[src/rtl/pc_redirect_ctrl_if.sv]
// Branch-resolution interface between the EX stage and the fetch PC controller.
// master: EX/hazard side driving redirect requests; slave: pc_redirect_ctrl.
interface pc_redirect_ctrl_if #(
  parameter int unsigned PC_W = 9
) ();
  logic            Stall;
  logic            PcSel;
  logic [31:0]     BrPC;
  logic            Halt;
  logic [PC_W-1:0] Cur_PC;
  logic            IF_ID_Flush;
  logic            ID_EX_Flush;
  logic            Fetch_Valid;
  logic            Halted;
  logic            MisalignErr;
  logic [31:0]     RedirCount;

  modport master (
    output Stall, PcSel, BrPC, Halt,
    input  Cur_PC, IF_ID_Flush, ID_EX_Flush, Fetch_Valid, Halted, MisalignErr, RedirCount
  );

  modport slave (
    input  Stall, PcSel, BrPC, Halt,
    output Cur_PC, IF_ID_Flush, ID_EX_Flush, Fetch_Valid, Halted, MisalignErr, RedirCount
  );
endinterface

[src/rtl/pc_redirect_ctrl.sv]
// Fetch PC owner: accepts EX-stage redirects/halts, generates registered pipeline flushes and
// tracks the halted state. Optional macro REDIRECT_COUNTER_EN enables a saturating count of
// accepted non-halt redirects on RedirCount (tied to 0 when undefined).
module pc_redirect_ctrl #(
  parameter int unsigned     PC_W         = 9,
  parameter logic [PC_W-1:0] RESET_PC     = '0,
  parameter int unsigned     FLUSH_CYCLES = 2
) (
  input logic               clk,
  input logic               reset,
  pc_redirect_ctrl_if.slave bus
);

  typedef enum logic [1:0] {StRun, StFlush, StHalted} state_e;

  localparam logic [2:0] FlushLoad = 3'(FLUSH_CYCLES);

  state_e          r_state, w_state_nxt;
  logic [2:0]      r_flush_cnt, w_flush_cnt_nxt;
  logic [PC_W-1:0] r_pc, w_pc_nxt;
  logic            r_misalign, w_misalign_nxt;
  logic            w_redir_take;

  // Upper target bits are truncated by design.
  logic w_unused_brpc;
  assign w_unused_brpc = ^bus.BrPC[31:PC_W];

  // Next-state: halt beats redirect, redirect beats stall, stall beats increment.
  always_comb begin
    w_state_nxt     = r_state;
    w_flush_cnt_nxt = r_flush_cnt;
    w_pc_nxt        = r_pc;
    w_misalign_nxt  = r_misalign;
    w_redir_take    = 1'b0;
    unique case (r_state)
      StRun, StFlush: begin
        if (bus.PcSel && bus.Halt) begin
          w_state_nxt     = StHalted;
          w_pc_nxt        = bus.BrPC[PC_W-1:0];
          w_flush_cnt_nxt = '0;
        end else if (bus.PcSel) begin
          w_state_nxt     = StFlush;
          w_pc_nxt        = {bus.BrPC[PC_W-1:2], 2'b00};
          w_flush_cnt_nxt = FlushLoad;
          w_misalign_nxt  = r_misalign | (|bus.BrPC[1:0]);
          w_redir_take    = 1'b1;
        end else begin
          if (!bus.Stall) begin
            w_pc_nxt = r_pc + PC_W'(4);
          end
          // Flush window counts down even while stalled.
          if (r_state == StFlush) begin
            w_flush_cnt_nxt = r_flush_cnt - 3'd1;
            if (r_flush_cnt == 3'd1) begin
              w_state_nxt = StRun;
            end
          end
        end
      end
      StHalted: begin
        // Frozen until reset.
      end
      default: begin
        w_state_nxt = StRun;
      end
    endcase
  end

  // State, PC, flush counter and sticky misalign registers.
  always_ff @(posedge clk or negedge reset) begin
    if (!reset) begin
      r_state     <= StRun;
      r_flush_cnt <= '0;
      r_pc        <= RESET_PC;
      r_misalign  <= 1'b0;
    end else begin
      r_state     <= w_state_nxt;
      r_flush_cnt <= w_flush_cnt_nxt;
      r_pc        <= w_pc_nxt;
      r_misalign  <= w_misalign_nxt;
    end
  end

`ifdef REDIRECT_COUNTER_EN
  logic [31:0] r_redir_cnt;

  // Saturating count of accepted non-halt redirects.
  always_ff @(posedge clk or negedge reset) begin
    if (!reset) begin
      r_redir_cnt <= '0;
    end else if (w_redir_take && (r_redir_cnt != 32'hFFFF_FFFF)) begin
      r_redir_cnt <= r_redir_cnt + 32'd1;
    end
  end

  assign bus.RedirCount = r_redir_cnt;
`else
  logic w_unused_take;
  assign w_unused_take  = w_redir_take;
  assign bus.RedirCount = '0;
`endif

  // Outputs come only from registers or decoded state.
  assign bus.Cur_PC      = r_pc;
  assign bus.IF_ID_Flush = (r_state == StFlush);
  assign bus.ID_EX_Flush = (r_state == StFlush);
  assign bus.Fetch_Valid = (r_state == StRun);
  assign bus.Halted      = (r_state == StHalted);
  assign bus.MisalignErr = r_misalign;

endmodule

[src/flat_wrapper.sv]
// flat-port wrapper written by rule: the top's interface ports become plain ports
module pc_redirect_ctrl_flat 
#(
  parameter int unsigned     PC_W         = 9,
  parameter logic [PC_W-1:0] RESET_PC     = '0,
  parameter int unsigned     FLUSH_CYCLES = 2
)
  (clk, reset, bus_Stall, bus_PcSel, bus_BrPC, bus_Halt, bus_Cur_PC, bus_IF_ID_Flush, bus_ID_EX_Flush, bus_Fetch_Valid, bus_Halted, bus_MisalignErr, bus_RedirCount);
  pc_redirect_ctrl_if #(.PC_W(PC_W)) bus_i ();
  input logic clk;
  input logic reset;
  input wire logic [$bits(bus_i.Stall)-1:0] bus_Stall;
  input wire logic [$bits(bus_i.PcSel)-1:0] bus_PcSel;
  input wire logic [$bits(bus_i.BrPC)-1:0] bus_BrPC;
  input wire logic [$bits(bus_i.Halt)-1:0] bus_Halt;
  output wire logic [$bits(bus_i.Cur_PC)-1:0] bus_Cur_PC;
  output wire logic [$bits(bus_i.IF_ID_Flush)-1:0] bus_IF_ID_Flush;
  output wire logic [$bits(bus_i.ID_EX_Flush)-1:0] bus_ID_EX_Flush;
  output wire logic [$bits(bus_i.Fetch_Valid)-1:0] bus_Fetch_Valid;
  output wire logic [$bits(bus_i.Halted)-1:0] bus_Halted;
  output wire logic [$bits(bus_i.MisalignErr)-1:0] bus_MisalignErr;
  output wire logic [$bits(bus_i.RedirCount)-1:0] bus_RedirCount;
  assign bus_i.Stall = bus_Stall;
  assign bus_i.PcSel = bus_PcSel;
  assign bus_i.BrPC = bus_BrPC;
  assign bus_i.Halt = bus_Halt;
  assign bus_Cur_PC = bus_i.Cur_PC;
  assign bus_IF_ID_Flush = bus_i.IF_ID_Flush;
  assign bus_ID_EX_Flush = bus_i.ID_EX_Flush;
  assign bus_Fetch_Valid = bus_i.Fetch_Valid;
  assign bus_Halted = bus_i.Halted;
  assign bus_MisalignErr = bus_i.MisalignErr;
  assign bus_RedirCount = bus_i.RedirCount;
  pc_redirect_ctrl #(.PC_W(PC_W), .RESET_PC(RESET_PC), .FLUSH_CYCLES(FLUSH_CYCLES)) u_core (.clk(clk), .reset(reset), .bus(bus_i));
endmodule
[config.mk]
export PLATFORM = sky130hd
export DESIGN_NAME = pc_redirect_ctrl_flat
export DESIGN_NICKNAME = d
export VERILOG_FILES = /design/src/rtl/pc_redirect_ctrl_if.sv /design/src/rtl/pc_redirect_ctrl.sv /design/src/flat_wrapper.sv
export SDC_FILE = /design/constraint.sdc
export NUM_CORES = 1
export LEC_CHECK = 0
export ABC_AREA = 1
export BUFFER_PORTS_ARGS = -buffer_cell sky130_fd_sc_hd__clkbuf_2
export CORE_UTILIZATION = 40
export DETAILED_ROUTE_END_ITERATION = 8
export PLACE_DENSITY = 0.89
export RECOVER_POWER = 100
export SLEW_MARGIN = 25
export SYNTH_ARGS = -nofsm -noshare
export SYNTH_HDL_FRONTEND = slang
export SYNTH_SLANG_ARGS = --single-unit
[constraint.sdc]
create_clock -name clk -period 1.5 [get_ports clk]
set_clock_uncertainty 0.1 [all_clocks]
set_input_delay 0.15 -clock clk [delete_from_list [all_inputs] [get_ports clk]]
set_output_delay 0.15 -clock clk [all_outputs]
set_load 0.01 [all_outputs]
Word-level counts from Yosys, hierarchy flattened
Cells that the tools add are included.
{"block": "word_totals", "in_bits": 37, "mem_count": 0, "elab_cells": 35, "out_inout_bits": 46, "ramBits": 0, "latch_bits": 0, "rom_bits": 0, "register_bits": 15}
{"block": "classes", "bitwise": 3, "multipliers": 0, "div_mod_pow": 0, "n_shift": 0, "n_mux": 11, "n_lt_le_gt_ge": 0, "eq_ne": 6, "n_addsub": 2, "reduce_logical": 9}
{"op": "two-way mux 9 bit", "count": 3}
{"op": "adder 9 x 3 -> 9 bit, second input constant", "count": 1}
{"op": "two-way mux 3 bit", "count": 3}
{"op": "two-way mux 2 bit", "count": 4}
{"op": "AND reduction 3 bit", "count": 2}
{"op": "inequality test 4 x 2 -> 1 bit, second input constant", "count": 1}
{"op": "inequality test 4 x 3 -> 1 bit, second input constant", "count": 1}
{"op": "one-hot mux 2 bit (2 select lines)", "count": 1}
{"op": "AND reduction 2 bit", "count": 2}
{"op": "OR reduction 2 bit", "count": 2}
{"op": "equality test 3 x 1 -> 1 bit, second input constant", "count": 1}
{"op": "inequality test 3 x 1 -> 1 bit, second input constant", "count": 1}
{"op": "nonzero test 3 bit", "count": 1}
{"op": "subtractor 3 x 1 -> 3 bit, second input constant", "count": 1}
{"op": "equality test 2 x 1 -> 1 bit, second input constant", "count": 1}
{"op": "equality test 2 bit, second input constant", "count": 1}
{"op": "zero test 2 bit", "count": 1}
{"op": "NOT 1 bit", "count": 2}
{"op": "logical AND 1 bit", "count": 1}
{"op": "OR 1 bit", "count": 1}

Logic depth before layout (Yosys ltp)
{"block": "logic_depth", "ltp_word": 6, "mapped_depth": 7}

Worst setup path after synthesis
No wires, ideal clock.
{"block": "synth_path", "path_type": "register to register", "startpoint": "register u_core.r_pc[2], in the netlist u_core.bus.Cur_PC[2]", "endpoint": "register u_core.r_pc[8], in the netlist u_core.bus.Cur_PC[8]", "arrival_time_ns": 1.006, "path_stages_with_launch": 7, "synth_period_minus_slack_ns": 1.223, "n_path_buf": 0, "required_ns": 1.284, "setup_slack_ns": 0.277, "path_cell_list": "dfrtp_1 > ha_1 > nand3_1 > o21bai_1 > nand3_1 > nand2_1 > nand2_1"}
{"block": "synth_via", "elab_chain_cells": 4}
{"element": "start, declared", "line": "pc_redirect_ctrl.sv:20", "text": "logic [PC_W-1:0] r_pc, w_pc_nxt;"}
{"element": "start signal, assigned", "line": "pc_redirect_ctrl.sv:79", "text": "r_pc <= w_pc_nxt;"}
{"element": "adder 9 x 3 -> 9 bit", "line": "pc_redirect_ctrl.sv:49", "text": "w_pc_nxt = r_pc + PC_W'(4);"}
{"element": "two-way mux 9 bit", "line": "pc_redirect_ctrl.sv:48", "text": "if (!bus.Stall) begin"}
{"element": "two-way mux 9 bit", "line": "pc_redirect_ctrl.sv:41", "text": "end else if (bus.PcSel) begin"}
{"element": "two-way mux 9 bit", "line": "pc_redirect_ctrl.sv:37", "text": "if (bus.PcSel && bus.Halt) begin"}
Every way passes these cells. The select of a mux whose other input is x is not followed.
A chain may end at the register's enable or synchronous reset.

Worst setup path in the final report
{"block": "layout_path", "startpoint": "register u_core.r_state[1]", "endpoint": "output port bus_IF_ID_Flush"}
{"block": "layout_via", "elab_chain_cells": 1}
{"element": "start, declared", "line": "pc_redirect_ctrl.sv:18", "text": "state_e r_state, w_state_nxt;"}
{"element": "start signal, assigned", "line": "pc_redirect_ctrl.sv:72", "text": "r_state <= StRun;"}
{"element": "start signal, assigned", "line": "pc_redirect_ctrl.sv:77", "text": "r_state <= w_state_nxt;"}
{"element": "equality test 2 x 1 -> 1 bit", "line": "pc_redirect_ctrl.sv:105", "text": "assign bus.IF_ID_Flush = (r_state == StFlush);"}
{"element": "end, declared", "line": "flat_wrapper.sv:17", "text": "output wire logic [$bits(bus_i.IF_ID_Flush)-1:0] bus_IF_ID_Flush;"}
Every way passes these cells.

==> metrics.md <==
| Metric | Value |
|---|---|
| Run status | completed |
| Count of final setup violators | 0 |
| Reg2Reg Depth | 4 |
| Die Span Y | 54.2 um |
| Number of standard cells in the layout, taps in and fillers out | 211 |
| Pre-CTS setup slack | 0.234 ns |
| Power per Cell Area | 1570 mW/mm2 |
| Initial antenna violation count | 0 |
| Largest incremental delay on the critical path | 0.44 ns |
| Post-layout worst setup margin | 0.105 ns |
| Count of different cell masters after synthesis | 21 |
| Inst Count DP | 202 |
| Average wire length per cell after detail routing | 9.56 um |
| Class of the tightest hold or removal check | in -> reg |
| Fraction of power spent switching nets | 0.469 |
| Switch Pwr | 874 uW |
| Effective utilization at floorplan | 0.433 |
| Insertion delay of the later-clocked pin in the worst-skew pair | 0.29 ns |
| Global placement routability congestion | 0.820 |
| Highest achievable clock rate | 717 MHz |
| Number of ports placed on the die boundary | 83 |
| Met3 global-route usage | 0.0306 |
| Area Overhead vs Synth | 9.17% |
| Sequential cell area fraction in the yosys report | 0.344 |
| Internal cell power | 992 uW |
| Number of vias after detailed routing | 883 |
| IR drop worst, VDD | 694 uV |
| Buffers from clock root to sink, at most | 2 |
| Netlist area before placement | 0.00109 mm2 |
| Remaining max-slew budget at the tightest pin | 0.469 |
| CP Launch Type | flop |
| DRC violation count after routing | 0 |
| Leakage | 0.656 nW |
| Max_cap viols | 0 |
| Clock share of power | 0.129 |
| Net total in the final layout | 222 |
| RSZ-0062 raised after global routing | false |
| Met2 demand-to-capacity share in global routing | 0.224 |
| Standard cell core area | 0.00252 mm2 |
| Clock slew at the register clock pins of the worst setup and hold paths | 0.10 ns |
| Least-Margin Pin Slew | 0.796 ns |
| Element type at the critical path end | primary output |
| Area of the die | 0.00294 mm2 |
| Number of synthesized register bits | 15 |
| # diodes | 0 |
| Gate count of the mapped netlist | 147 |
| Final Cycle Share | 0.930 |
| Shortest period the worst path allows | 1.40 ns |
| Die span in x | 54.2 um |
| Routed Antenna Nets | 0 |
| Final WL | 2.02 mm |
| Number of hold violations in the final report | 0 |
| Total overflow reported by the global router | 0 |
| HPWL after detailed placement | 1.53 mm |
| Inserted Clock Buffers | 3 |
| TritonCTS clock tree | built |
| Via count of the first global-routing pass | 727 |
| Max FO, Critical Path | 5 |
| Mean instance size in the synthesized netlist | 7.42 um2 |
| 1st-pass router iterations | 4 |
| Global routing usage summed across all routing layers | 0.148 |
| Wire length of the first global-routing pass | 3.10 mm |
| Row cnt | 18 |
| Design Area, Final | 0.00119 mm2 |
| Final sum of negative setup slack | 0 ns |
| Sequential Power Share | 0.401 |
| Avg Vias per Cell | 4.18 |
| Final Max Tran Viols | 0 |
| First-iteration detailed-routing DRC count | 17 |
| Most frequent standard cell in the layout excluding fill and tap cells | sky130_fd_sc_hd__conb_1 |
| Cell seen most often among critical-path stages | sky130_fd_sc_hd__inv_2 |
| Slowest-stage cell, CP | sky130_fd_sc_hd__dfrtp_1 |
| CP cell instances | inv_2 > nand2_1 > inv_2 > clkbuf_2 |
| GRT busiest layer | met2 |
| CTS Sinks | 15 |
| Deepest level of the CTS H-tree | 1 |
| Number of buffers added on ports | 27 |
| Required time of the critical path | 1.25 ns |
| Combinational Power Share | 0.470 |
| YS warnings | 0 |
| GR met1 Demand/Resource | 0.198 |
| Leading cell types in the layout, fill and taps excluded | sky130_fd_sc_hd__conb_1 (32), sky130_fd_sc_hd__nand2_1 (30), sky130_fd_sc_hd__nor2_1 (19) |
| Fraction of layout cells with a size suffix above 1 | 0.133 |
| Critical setup path kind | reg -> out |
| Largest net degree at the start of global routing | 16 |
| Dpl cell area | 0.00114 mm2 |
| Library cell used as clock root buffer | sky130_fd_sc_hd__clkbuf_4 |
| Arrival time at the worst endpoint | 1.15 ns |
| Number of instances on the worst hold path | 3 |
final timing paths:
path,from,to,slack [ns]
max,u_core.r_state[1]$_DFFE_PN0P_,bus_IF_ID_Flush,0.10
min,bus_BrPC[6],u_core.bus.Cur_PC[6]$_DFFE_PN0P_,0.04
max reg2reg,u_core.r_state[1]$_DFFE_PN0P_,u_core.bus.Cur_PC[6]$_DFFE_PN0P_,0.15
min reg2reg,u_core.bus.Cur_PC[0]$_DFFE_PN0P_,u_core.bus.Cur_PC[0]$_DFFE_PN0P_,0.38
max in group asynchronous,reset,u_core.bus.Cur_PC[0]$_DFFE_PN0P_,0.45
min in group asynchronous,reset,u_core.bus.Cur_PC[6]$_DFFE_PN0P_,0.35
power by group through the flow:
stage                     logic [mW]  clock network, mW  registers, mW
after floorplan                0.651                  0          0.781
after global placement         0.893                  0          0.755
after detailed placement       0.924                  0          0.759
after CTS                      0.937              0.246          0.750
after global routing            1.01              0.267          0.777
final                          0.877              0.241          0.748
critical path: cells and delay by family, from the launching register on:
family / cells / cell delay [ns]
DFF: 1 / 0.44
buffers and inverters: 3 / 0.32
and+or+nand+nor: 1 / 0.09
layer usage:
layer  share of wire  wire length, um
met5               0                0
met4           0.018               37
met3           0.053              107
met2            0.46              933
met1            0.47              939
sequential cells by signal (all words and copies together) (netlist names):
name	count
u_core.r_flush_cnt	3
u_core.bus.MisalignErr	1
u_core.bus.Cur_PC	9
u_core.r_state	2
synth_stat cells, drive strengths merged:
master | count | share of area
xor2 | 2 | 0.016
o21bai | 3 | 0.021
o21ai | 7 | 0.032
conb | 1 | 0.0034
a21oi | 5 | 0.023
buf | 35 | 0.24
inv | 13 | 0.045
nand2 | 30 | 0.10
o22ai | 1 | 0.0057
nand3 | 9 | 0.041
dfrtp | 15 | 0.34
nor2 | 20 | 0.078
ha | 3 | 0.034
nor3 | 1 | 0.0046
o31ai | 1 | 0.0069
a31oi | 1 | 0.0057
area by class of cell:
type | instances | area, um2
Clock buffer | 3 | 22.5
Tap cell | 30 | 37.5
Inverter | 13 | 48.8
Timing Repair Buffer | 34 | 184
Clock inverter | 1 | 5.00
Multi-Input combinational cell | 115 | 518
Fill cell | 260 | 1330
Sequential cell | 15 | 375
kinds of logic (layout without fill, tap and decap cells):
| group | after synthesis | in the layout | share of synthesized area |
|---|---|---|---|
| AOI/OAI and AO/OA | 18 | 18 | 0.0940 |
| xor gates and xnor gates | 2 | 2 | 0.0161 |
| adders and majority gates | 3 | 3 | 0.0344 |
| buffers and inverters | 48 | 51 | 0.281 |
| DFF | 15 | 15 | 0.344 |
| other | 1 | 32 | 0.00344 |
| and+or+nand+nor | 60 | 60 | 0.227 |
stage by stage:
stage,hold slack (ns),util,power (mW)
2_1_floorplan,-0.246,-,1.43
5_1_grt,0.0756,0.472,2.06
6_report,0.0435,0.472,1.87
3_3_place_gp,-0.0176,0.451,1.65
3_5_place_dp,-0.0119,0.451,1.68
4_1_cts,0.0375,0.482,1.93
repair_timing:
action,in CTS,in global routing
buffers inserted,0,0
hold endpoints to repair,18,0
hold buffers,5,0
resized for setup,0,0
Power figures use the tool's default switching activity.
